===== src/rtl/lcd_bus_pkg.sv =====
// Shared types and constants for the LCD parallel-bus controller.
package lcd_bus_pkg;

    // Transfer sequencer states
    typedef enum logic [2:0] {
        ST_IDLE  = 3'd0,
        ST_SETUP = 3'd1,
        ST_PULSE = 3'd2,
        ST_HOLD  = 3'd3,
        ST_GAP   = 3'd4
    } lcd_state_e;

    // Avalon register map
    localparam logic [1:0] ADDR_CMD    = 2'd0;
    localparam logic [1:0] ADDR_CHAR   = 2'd1;
    localparam logic [1:0] ADDR_STATUS = 2'd2;
    localparam logic [1:0] ADDR_CTRL   = 2'd3;

    // STATUS bit positions
    localparam int unsigned STAT_BUSY  = 0;
    localparam int unsigned STAT_EMPTY = 1;
    localparam int unsigned STAT_FULL  = 2;
    localparam int unsigned STAT_OVF   = 3;
    localparam int unsigned STAT_LEVEL = 4;

    // CTRL bit positions
    localparam int unsigned CTRL_IRQ_EN  = 0;
    localparam int unsigned CTRL_FLUSH   = 1;
    localparam int unsigned CTRL_OVF_CLR = 2;

    // Commands that need the long settle time (clear display, return home)
    localparam logic [7:0] OP_CLEAR    = 8'h01;
    localparam logic [7:0] OP_HOME     = 8'h02;
    localparam logic [7:0] OP_HOME_ALT = 8'h03;

endpackage


===== src/rtl/lcd_bus_fifo.sv =====
// Synchronous byte FIFO with flush; pointers carry an extra MSB so level
// distinguishes full from empty. Pushes while full and pushes during flush
// are dropped here; the caller decides how to flag them.
module lcd_bus_fifo #(
    parameter int unsigned WIDTH = 9,
    parameter int unsigned DEPTH = 16
) (
    input  logic                     clk,
    input  logic                     reset_n,
    input  logic                     i_push,
    input  logic                     i_pop,
    input  logic                     i_flush,
    input  logic [WIDTH-1:0]         i_wdata,
    output logic [WIDTH-1:0]         o_rdata_c,
    output logic                     o_full_c,
    output logic                     o_empty_c,
    output logic [$clog2(DEPTH):0]   o_level_c
);

    localparam int unsigned AW = $clog2(DEPTH);
    localparam int unsigned LW = AW + 1;

    logic [WIDTH-1:0] r_mem [DEPTH];
    logic [AW:0]      r_wptr;
    logic [AW:0]      r_rptr;
    logic [AW:0]      w_level;
    logic             w_do_push;
    logic             w_do_pop;

    assign w_level   = r_wptr - r_rptr;
    assign o_level_c = w_level;
    assign o_full_c  = (w_level == LW'(DEPTH));
    assign o_empty_c = (w_level == '0);
    assign o_rdata_c = r_mem[r_rptr[AW-1:0]];

    assign w_do_push = i_push & ~o_full_c & ~i_flush;
    assign w_do_pop  = i_pop & ~o_empty_c & ~i_flush;

    // Pointer update; flush empties the FIFO by catching read up to write
    always_ff @(posedge clk or negedge reset_n) begin
        if (!reset_n) begin
            r_wptr <= '0;
            r_rptr <= '0;
        end else if (i_flush) begin
            r_rptr <= r_wptr;
        end else begin
            if (w_do_push) r_wptr <= r_wptr + 1'b1;
            if (w_do_pop)  r_rptr <= r_rptr + 1'b1;
        end
    end

    // Storage write; contents need no reset since level gates every read
    always_ff @(posedge clk) begin
        if (w_do_push) r_mem[r_wptr[AW-1:0]] <= i_wdata;
    end

endmodule


===== src/rtl/lcd_bus_ctrl.sv =====
// Avalon-MM slave that queues LCD command/character bytes and replays them
// on an HD44780-style 8-bit bus with programmable setup/pulse/hold/settle.
// Optional feature macro: LCD_BUS_CTRL_IRQ_EN (drain-complete interrupt).
module lcd_bus_ctrl
    import lcd_bus_pkg::*;
#(
    parameter int unsigned DATA_W       = 8,
    parameter int unsigned FIFO_DEPTH   = 16,
    parameter int unsigned SETUP_CYC    = 2,
    parameter int unsigned PULSE_CYC    = 12,
    parameter int unsigned HOLD_CYC     = 2,
    parameter int unsigned GAP_CYC      = 2000,
    parameter int unsigned LONG_GAP_CYC = 82000
) (
    input  logic              clk,
    input  logic              reset_n,
    input  logic [1:0]        address,
    input  logic              chipselect,
    input  logic              write_n,
    input  logic [DATA_W-1:0] writedata,
    output logic [15:0]       readdata,
    output logic [DATA_W-1:0] lcd_data,
    output logic              lcd_rs,
    output logic              lcd_rw,
    output logic              lcd_e,
    output logic              irq
);

    localparam int unsigned CNT_W = $clog2(LONG_GAP_CYC + 1);
    localparam int unsigned LVL_W = $clog2(FIFO_DEPTH) + 1;
    localparam int unsigned FW    = DATA_W + 1;

    lcd_state_e        r_state;
    logic [CNT_W-1:0]  r_cnt;
    logic              r_lcd_e;
    logic              r_lcd_rs;
    logic [DATA_W-1:0] r_lcd_data;
    logic              r_ovf;

    logic              w_wr;
    logic              w_push;
    logic              w_ctrl_wr;
    logic              w_flush;
    logic              w_ovf_clr;
    logic              w_pop;
    logic              w_long;
    logic [FW-1:0]     w_rdata;
    logic              w_full;
    logic              w_empty;
    logic [LVL_W-1:0]  w_level;

    assign w_wr      = chipselect & ~write_n;
    assign w_push    = w_wr & ((address == ADDR_CMD) | (address == ADDR_CHAR));
    assign w_ctrl_wr = w_wr & (address == ADDR_CTRL);
    assign w_flush   = w_ctrl_wr & writedata[CTRL_FLUSH];
    assign w_ovf_clr = w_ctrl_wr & writedata[CTRL_OVF_CLR];
    assign w_pop     = (r_state == ST_IDLE) & ~w_empty & ~w_flush;

    // Clear and home commands need the long settle; characters never do
    assign w_long = ~r_lcd_rs & ((r_lcd_data == DATA_W'(OP_CLEAR)) |
                                 (r_lcd_data == DATA_W'(OP_HOME))  |
                                 (r_lcd_data == DATA_W'(OP_HOME_ALT)));

    lcd_bus_fifo #(
        .WIDTH (FW),
        .DEPTH (FIFO_DEPTH)
    ) u_fifo (
        .clk       (clk),
        .reset_n   (reset_n),
        .i_push    (w_push),
        .i_pop     (w_pop),
        .i_flush   (w_flush),
        .i_wdata   ({(address == ADDR_CHAR), writedata}),
        .o_rdata_c (w_rdata),
        .o_full_c  (w_full),
        .o_empty_c (w_empty),
        .o_level_c (w_level)
    );

    // Sticky overflow: a push that finds the FIFO full (flush suppresses it)
    always_ff @(posedge clk or negedge reset_n) begin
        if (!reset_n) begin
            r_ovf <= 1'b0;
        end else if (w_push & w_full & ~w_flush) begin
            r_ovf <= 1'b1;
        end else if (w_ovf_clr) begin
            r_ovf <= 1'b0;
        end
    end

    // Transfer sequencer: one down-counter reloaded with N-1 on every state entry
    always_ff @(posedge clk or negedge reset_n) begin
        if (!reset_n) begin
            r_state    <= ST_IDLE;
            r_cnt      <= '0;
            r_lcd_e    <= 1'b0;
            r_lcd_rs   <= 1'b0;
            r_lcd_data <= '0;
        end else begin
            case (r_state)
                ST_IDLE: begin
                    if (w_pop) begin
                        r_state    <= ST_SETUP;
                        r_cnt      <= CNT_W'(SETUP_CYC - 1);
                        r_lcd_rs   <= w_rdata[DATA_W];
                        r_lcd_data <= w_rdata[DATA_W-1:0];
                    end
                end
                ST_SETUP: begin
                    if (r_cnt == '0) begin
                        r_state <= ST_PULSE;
                        r_cnt   <= CNT_W'(PULSE_CYC - 1);
                        r_lcd_e <= 1'b1;
                    end else begin
                        r_cnt <= r_cnt - 1'b1;
                    end
                end
                ST_PULSE: begin
                    if (r_cnt == '0) begin
                        r_state <= ST_HOLD;
                        r_cnt   <= CNT_W'(HOLD_CYC - 1);
                        r_lcd_e <= 1'b0;
                    end else begin
                        r_cnt <= r_cnt - 1'b1;
                    end
                end
                ST_HOLD: begin
                    if (r_cnt == '0) begin
                        r_state <= ST_GAP;
                        r_cnt   <= w_long ? CNT_W'(LONG_GAP_CYC - 1) : CNT_W'(GAP_CYC - 1);
                    end else begin
                        r_cnt <= r_cnt - 1'b1;
                    end
                end
                ST_GAP: begin
                    if (r_cnt == '0) begin
                        r_state <= ST_IDLE;
                    end else begin
                        r_cnt <= r_cnt - 1'b1;
                    end
                end
                default: begin
                    r_state <= ST_IDLE;
                    r_lcd_e <= 1'b0;
                end
            endcase
        end
    end

`ifdef LCD_BUS_CTRL_IRQ_EN
    logic r_irq_en;
    logic r_irq;

    // Interrupt enable and level interrupt on drain complete
    always_ff @(posedge clk or negedge reset_n) begin
        if (!reset_n) begin
            r_irq_en <= 1'b0;
            r_irq    <= 1'b0;
        end else begin
            if (w_ctrl_wr) r_irq_en <= writedata[CTRL_IRQ_EN];
            r_irq <= r_irq_en & w_empty & (r_state == ST_IDLE);
        end
    end

    assign irq = r_irq;
`else
    assign irq = 1'b0;
`endif

    // Zero-wait register read, no side effects
    always_comb begin
        readdata = '0;
        case (address)
            ADDR_STATUS: begin
                readdata[STAT_BUSY]            = (r_state != ST_IDLE);
                readdata[STAT_EMPTY]           = w_empty;
                readdata[STAT_FULL]            = w_full;
                readdata[STAT_OVF]             = r_ovf;
                readdata[STAT_LEVEL +: LVL_W]  = w_level;
            end
`ifdef LCD_BUS_CTRL_IRQ_EN
            ADDR_CTRL: begin
                readdata[CTRL_IRQ_EN] = r_irq_en;
            end
`endif
            default: begin
                readdata = '0;
            end
        endcase
    end

    assign lcd_e    = r_lcd_e;
    assign lcd_rs   = r_lcd_rs;
    assign lcd_data = r_lcd_data;
    assign lcd_rw   = 1'b0;

endmodule


===== config.mk =====
export PLATFORM = sky130hd
export DESIGN_NAME = lcd_bus_ctrl
export DESIGN_NICKNAME = d
export VERILOG_FILES = /design/src/rtl/lcd_bus_pkg.sv /design/src/rtl/lcd_bus_fifo.sv /design/src/rtl/lcd_bus_ctrl.sv
export SDC_FILE = /design/constraint.sdc
export NUM_CORES = 1
export LEC_CHECK = 0
export ABC_AREA = 1
export CAP_MARGIN = 40
export CORE_MARGIN = 5
export CORE_UTILIZATION = 60
export CTS_BUF_LIST = sky130_fd_sc_hd__clkbuf_8
export DETAILED_ROUTE_END_ITERATION = 6
export PLACE_DENSITY = 0.91
export SLEW_MARGIN = 30
export SYNTH_ARGS = -nofsm -noshare
export SYNTH_HDL_FRONTEND = slang
export SYNTH_HIERARCHICAL = 1
export SYNTH_SLANG_ARGS = --single-unit

===== constraint.sdc =====
create_clock -name clk -period 4.79 [get_ports clk]
set_clock_uncertainty 0.1 [all_clocks]
set_input_delay 0.958 -clock clk [delete_from_list [all_inputs] [get_ports clk]]
set_output_delay 0.958 -clock clk [all_outputs]
set_load 0.01 [all_outputs]

==> results of run 1 <==
[placed cells by master (no fill, tap or decap), types with 15 or more instances in the layout]
cell / netlist / final
nand2_1: 173 / 173
edfxtp_1: 144 / 144
nor2_1: 135 / 134
o21ai_0: 87 / 87
inv_1: 58 / 58
nand3_1: 55 / 55
dfrtp_1: 41 / 40
clkdlybuf4s50_1: 0 / 31
o211ai_1: 21 / 21
o22ai_1: 18 / 18
clkbuf_8: 0 / 17
nor2_2: 14 / 15
nand2_2: 15 / 15
[layer usage]
layer	vias up	global-route usage, %	wire length [um]
met3	34	5.528	1665
li1	3015	-	-
met2	307	39.99	9891
met5	-	0	0
met4	0	8.167	389
met1	3055	31.73	7768
[path summary, 6_finish.rpt]
| check | from | end |
|---|---|---|
| max in group asynchronous | reset_n | u_fifo/r_rptr[0]$_DFFE_PN0P_ |
| min in group clk | r_ovf$_DFFE_PN0P_ | r_ovf$_DFFE_PN0P_ |
| worst max register to register | u_fifo/r_rptr[2]$_DFFE_PN0P_ | u_fifo/r_mem[2][1]$_DFFE_PP_ |
| worst max-delay path | u_fifo/r_rptr[2]$_DFFE_PN0P_ | readdata[2] |
| worst min register to register | r_ovf$_DFFE_PN0P_ | r_ovf$_DFFE_PN0P_ |
| worst min-delay path | reset_n | r_state[1]$_DFFE_PN0P_ |
[power breakdown]
group	switching (mW)	internal (mW)
Sequential	0.0530	1.78
Combinational	0.756	0.361
Clock	0.595	0.377
[final cells by class]
cell class | count | area, um2 | share of cell area (%)
Clock inverter | 14 | 133.9 | 1.401
Clock buffer | 17 | 234.0 | 2.448
Timing Repair Buffer | 43 | 417.9 | 4.372
Sequential cell | 185 | 5351 | 55.98
Tap cell | 184 | 230.2 | 2.408
Inverter | 63 | 239.0 | 2.500
Multi-Input combinational cell | 593 | 2953 | 30.89
[worst max-delay path, delay by kind of cell (launching register included)]
kind / cells / cell delay, ns
adders and majority gates: 1 / 0.52
DFF: 1 / 0.70
buffers and inverters: 4 / 1.08
and+or+nand+nor: 6 / 0.56
[flip-flops by register name (all words and copies together), names as in the netlist]
signal         cells
lcd_rs             1
r_cnt             17
u_fifo/r_rptr      5
lcd_data           8
r_state            3
u_fifo/r_mem     144
lcd_e              1
u_fifo/r_wptr      5
r_ovf              1
[metrics by stage]
step                      area, um2  setup slack [ns]  utilization [%]  power, mW
after global placement         9159             1.021            63.50      2.910
after CTS                      9559            0.4255            66.27      3.907
after detailed placement       9191            0.9592            63.72      2.952
after floorplan                8763             1.600                -      2.635
final                          9559            0.3656            66.27      3.924
after global routing           9559            0.1391            66.27      4.120
[cell families after synthesis]
family,after synthesis
and+or+nand+nor,424
DFF,185
AOI/OAI and AO/OA,138
buffers and inverters,103
adders and majority gates,12
xor gates and xnor gates,10
other,1
==> reports/metrics.cfg, run 1 <==
[critical_path]
worst_path_max_delay_cell=dfrtp_1
rrSetupSlack_ns=1.20
reg2reg_depth=8
cp_cell_sequence=inv_1 > ha_1 > nand3_2 > nand2_2 > nand2_2 > nand2_2 > nand3_4 > inv_1 > inv_1 > nor2_1 > clkdlybuf4s50_1
arrival_ns=3.37
setup.worst_path.start_class=register
path_max_fanout=14
crit_required_ns=3.73
crit_path_end_kind=output port
crit_type=reg -> out
slowest_delay_ns=0.70

[grt]
antenna_found_initial=0
track_usage_pct=24.13
grt.overflow.total=0
grt_max_degree=78
grt_pass1_wl_mm=30.95
grt_pass1_vias=6102

[timing]
tns_ns=0
period_minus_slack_ns=4.424
rsz0062_at_grt=false
period_share_pct=92.37
max_slew_margin_pct=46.41
drv_slew=0
report.final.setup_viol=0
holdWs_ns=0.3309
max_freq_mhz=226.0
tightest_slew_ns=0.8038
finalHoldViolations=0

[route]
routed_wl_mm=19.72
wire_per_inst_um=17.94
vias=6411
drc_errors=0
viasPerCell=5.833
drt_first_pass_iters=7
ant_nets=0
drtIter0Drc=764

[die]
rows=44
core-area_um2=14420
die-area_um2=17070
die_y_um=130.6
pin_count=42
dieWidth_um=130.6
start_util_pct=60.55

[yosys]
ys_warn_count=6
synth_edf_count=144
synth_top_area_share_pct=49.51
async_reset_ff_share_pct=22.16
synthAdderAreaFrac_pct=1.805
synth_compound_gate_area_share_pct=8.897
synth_area_leaders=edfxtp_1 50%, dfrtp_1 12%, nand2_1 7.4%
synth_top_area_cell=edfxtp_1
synth_seq_cells=185
avgSynthCellArea_um2=10.00
synth_area_um2=8733
synth_top_family_by_area=simple AND/OR/NAND/NOR gates
synth-xor-area-share_pct=1.089
syn_inst=873
synthTopCellsByCount=173 x nand2_1, 144 x edfxtp_1, 135 x nor2_1
seq_area_frac_synth_pct=61.26
synth-simple-area-share_pct=21.60
synth.most_common_cell=nand2_1
synthMuxAreaShare_pct=0
synth_flop_cell=edfxtp_1
synth_cell_types=39

[clock_network]
h-tree-depth=4
cts_hold_buf=0
post_cts_buffers=0
clk_latency_ns=0.48
cts_max_path_buffers=2
cts_root_buf=clkbuf_8
cts.sinks=185
cts_tree=built
post_cts_resized=0
cts-buffers-inserted=17
clk_pin_slew_ns=0.10

[power]
p_leak_nw=3.637
ir_worst_vdd_uv=357.2
powerDensity_nw_per_um2=410.5

[layout]
final_layout_size_suffix_gt1_share_pct=10.38
nets=929
n_antenna_cell=0
area_delta_synth_final_pct=9.456
fillCellCount=1035
layoutNonFillerInstCount=1099

[flow_run]
drv_cap=0

[placement]
placedCellCount=1068
hpwl_mm=12.81
place.gp.congestion=0.8907
port_buffers=32

[outcome]
status=complete, no violations

[hold_path]
worstHoldPathType=in -> async

(Power assumes the default switching activity.)
==> run 2, diff against run 1 <==
--- a/config.mk
+++ b/config.mk
@@ -5,13 +5,12 @@
 export SDC_FILE = /design/constraint.sdc
 export NUM_CORES = 1
 export LEC_CHECK = 0
-export ABC_AREA = 1
+export ABC_AREA = 0
 export CAP_MARGIN = 40
-export CORE_MARGIN = 5
 export CORE_UTILIZATION = 60
 export CTS_BUF_LIST = sky130_fd_sc_hd__clkbuf_8
 export DETAILED_ROUTE_END_ITERATION = 6
-export PLACE_DENSITY = 0.91
+export PLACE_DENSITY = 0.77
 export SLEW_MARGIN = 30
 export SYNTH_ARGS = -nofsm -noshare
 export SYNTH_HDL_FRONTEND = slang
==> reports/metrics.cfg, run 2 <==
[critical_path]
crit_path_end_kind=output port
path_max_fanout=13
arrival_ns=3.54
worst_path_max_delay_cell=dfrtp_1
cp_cell_sequence=inv_1 > ha_1 > a21oi_1 > nand4b_1 > a2bb2oi_2 > and2_1 > clkdlybuf4s50_1
crit_required_ns=3.73
setup.worst_path.start_class=register
slowest_delay_ns=0.71
crit_type=reg -> out

[die]
dieWidth_um=119.7
die-area_um2=14320
die_y_um=119.7
core-area_um2=13350
rows=42
pin_count=42
start_util_pct=62.23

[yosys]
synth_cell_types=66
synth.most_common_cell=edfxtp_1
synth_area_um2=8307
seq_area_frac_synth_pct=64.41
synth_seq_cells=185
avgSynthCellArea_um2=15.94
synth_flop_cell=edfxtp_1
synthTopCellsByCount=144 x edfxtp_1, 45 x mux4_2, 41 x dfrtp_1
synth_top_area_cell=edfxtp_1
syn_inst=521
ys_warn_count=6
async_reset_ff_share_pct=22.16
synth_top_area_share_pct=52.06
synth_edf_count=144
synth_area_leaders=edfxtp_1 52%, dfrtp_1 12%, mux4_2 12%

[clock_network]
h-tree-depth=4
post_cts_resized=0
cts_hold_buf=0
cts_root_buf=clkbuf_8
clk_latency_ns=0.48
post_cts_buffers=0
cts_max_path_buffers=2
cts-buffers-inserted=17
clk_pin_slew_ns=0.11
cts.sinks=185
cts_tree=built

[layout]
n_antenna_cell=0
area_delta_synth_final_pct=11.24
fillCellCount=875
nets=587
final_layout_size_suffix_gt1_share_pct=20.03
largest_register_ff_count=144
mostFrequentLayoutCells=144 x edfxtp_1, 45 x mux4_2, 40 x dfrtp_1
final_common_cell=edfxtp_1

[grt]
antenna_found_initial=0
grt_max_degree=41
top_usage_layer=met2
use_met2_pct=38.80
grt_pass1_wl_mm=26.38
grt_pass1_vias=4799
track_usage_pct=25.04
grtUsageMet3_pct=5.086
grt.overflow.total=0
grt.met1_usage_pct=35.71

[placement]
hpwl_mm=11.03
place.gp.congestion=0.8813
port_buffers=32

[outcome]
status=complete, no violations

[timing]
max_freq_mhz=217.5
report.final.setup_viol=0
tightest_slew_ns=0.7476
max_slew_margin_pct=49.92
period_share_pct=95.99
period_minus_slack_ns=4.598
tns_ns=0
rsz0062_at_grt=false
finalHoldViolations=0
drv_slew=0

[route]
ant_nets=0
viasPerCell=6.456
drtIter0Drc=499
drc_errors=0
wire_per_inst_um=21.69
drt_first_pass_iters=5
routed_wl_mm=16.27
vias=4842

[power]
ir_worst_vdd_uv=297.2
powerDensity_nw_per_um2=433.7
p_leak_nw=3.259
fin_total_pwr_mw=4.007

[flow_run]
drv_cap=0

[hold_path]
worstHoldPathType=in -> async

-- run 2: cell count changes in the layout (fill, tap and decap cells not counted), sizes merged, moves of 15 or more --
cell,previous run,this run
nand3,59,12
nor2,155,18
and3,0,16
inv,69,22
o22ai,18,1
o211ai,21,6
nand2,191,25
mux4,0,45
o21ai,89,12
-- run 2: final timing paths --
| kind | startpoint | to | slack, ns | depth (start not counted) |
|---|---|---|---|---|
| min in group clk | u_fifo/r_wptr[4]$_DFFE_PN0P_ | u_fifo/r_wptr[4]$_DFFE_PN0P_ | 0.42 | 1 |
| setup / recovery | u_fifo/r_rptr[2]$_DFFE_PN0P_ | readdata[1] | 0.19 | 7 |
| max in group asynchronous | reset_n | u_fifo/r_rptr[0]$_DFFE_PN0P_ | 3.74 | 2 |
| hold reg to reg | u_fifo/r_wptr[4]$_DFFE_PN0P_ | u_fifo/r_wptr[4]$_DFFE_PN0P_ | 0.42 | 1 |
| hold / removal | reset_n | lcd_data[3]$_DFFE_PN0P_ | 0.34 | 1 |
| setup reg to reg | u_fifo/r_rptr[2]$_DFFE_PN0P_ | r_cnt[11]$_DFFE_PN0P_ | 1.04 | 10 |
-- run 2: metal layers --
layer  part of all wire (%)  up-vias
met5                      0        -
met4                    1.4        0
met3                    6.1       32
met2                     48      212
met1                     44     2461
li1                       -     2137
-- run 2: kinds of logic after synthesis --
family,synth area share (%)
buf+inv,2.726
simple gates,10.09
fa+ha+maj,1.898
other cells,0.04514
xor+xnor,1.054
flops,64.41
compound gates,5.694
mux,14.08
-- run 2: cell type report --
type                    instances  area (um2)  area share [%]
inverters                      13       48.80          0.5281
well taps                     176       220.2           2.383
multi-input cells             300        2773           30.01
clock inverters                15       175.2           1.896
clock buffers                  17       234.0           2.532
flip-flops and latches        185        5351           57.91
repair buffers                 44       437.9           4.739
-- run 2: power by group --
part           total [mW]  internal (mW)  switching (mW)
sequential           1.87           1.80          0.0716
clock                1.05          0.443           0.609
combinational        1.08          0.528           0.555
total                4.01           2.77            1.24
-- run 2: per-stage QoR --
stage | area [um2] | worst slack [ns] | hold slack [ns] | cells | util, %
after floorplan | 8337 | 1.271 | 0.3640 | 529 | -
after global placement | 8761 | 0.9504 | 0.3860 | 713 | 65.64
after detailed placement | 8811 | 0.7770 | 0.4018 | 717 | 66.01
after CTS | 9220 | 0.2358 | 0.3341 | 749 | 69.08
after global routing | 9240 | 0.04869 | 0.3638 | 750 | 69.23
final | 9240 | 0.1921 | 0.3438 | 750 | 69.23
-- run 2: worst max-delay path: cells and delay by family, from the launching register on --
family          cells  cell delay (ns)
buf+inv             2             0.71
compound gates      2             0.78
simple gates        2             0.48
flops               1             0.71
fa+ha+maj           1             0.37
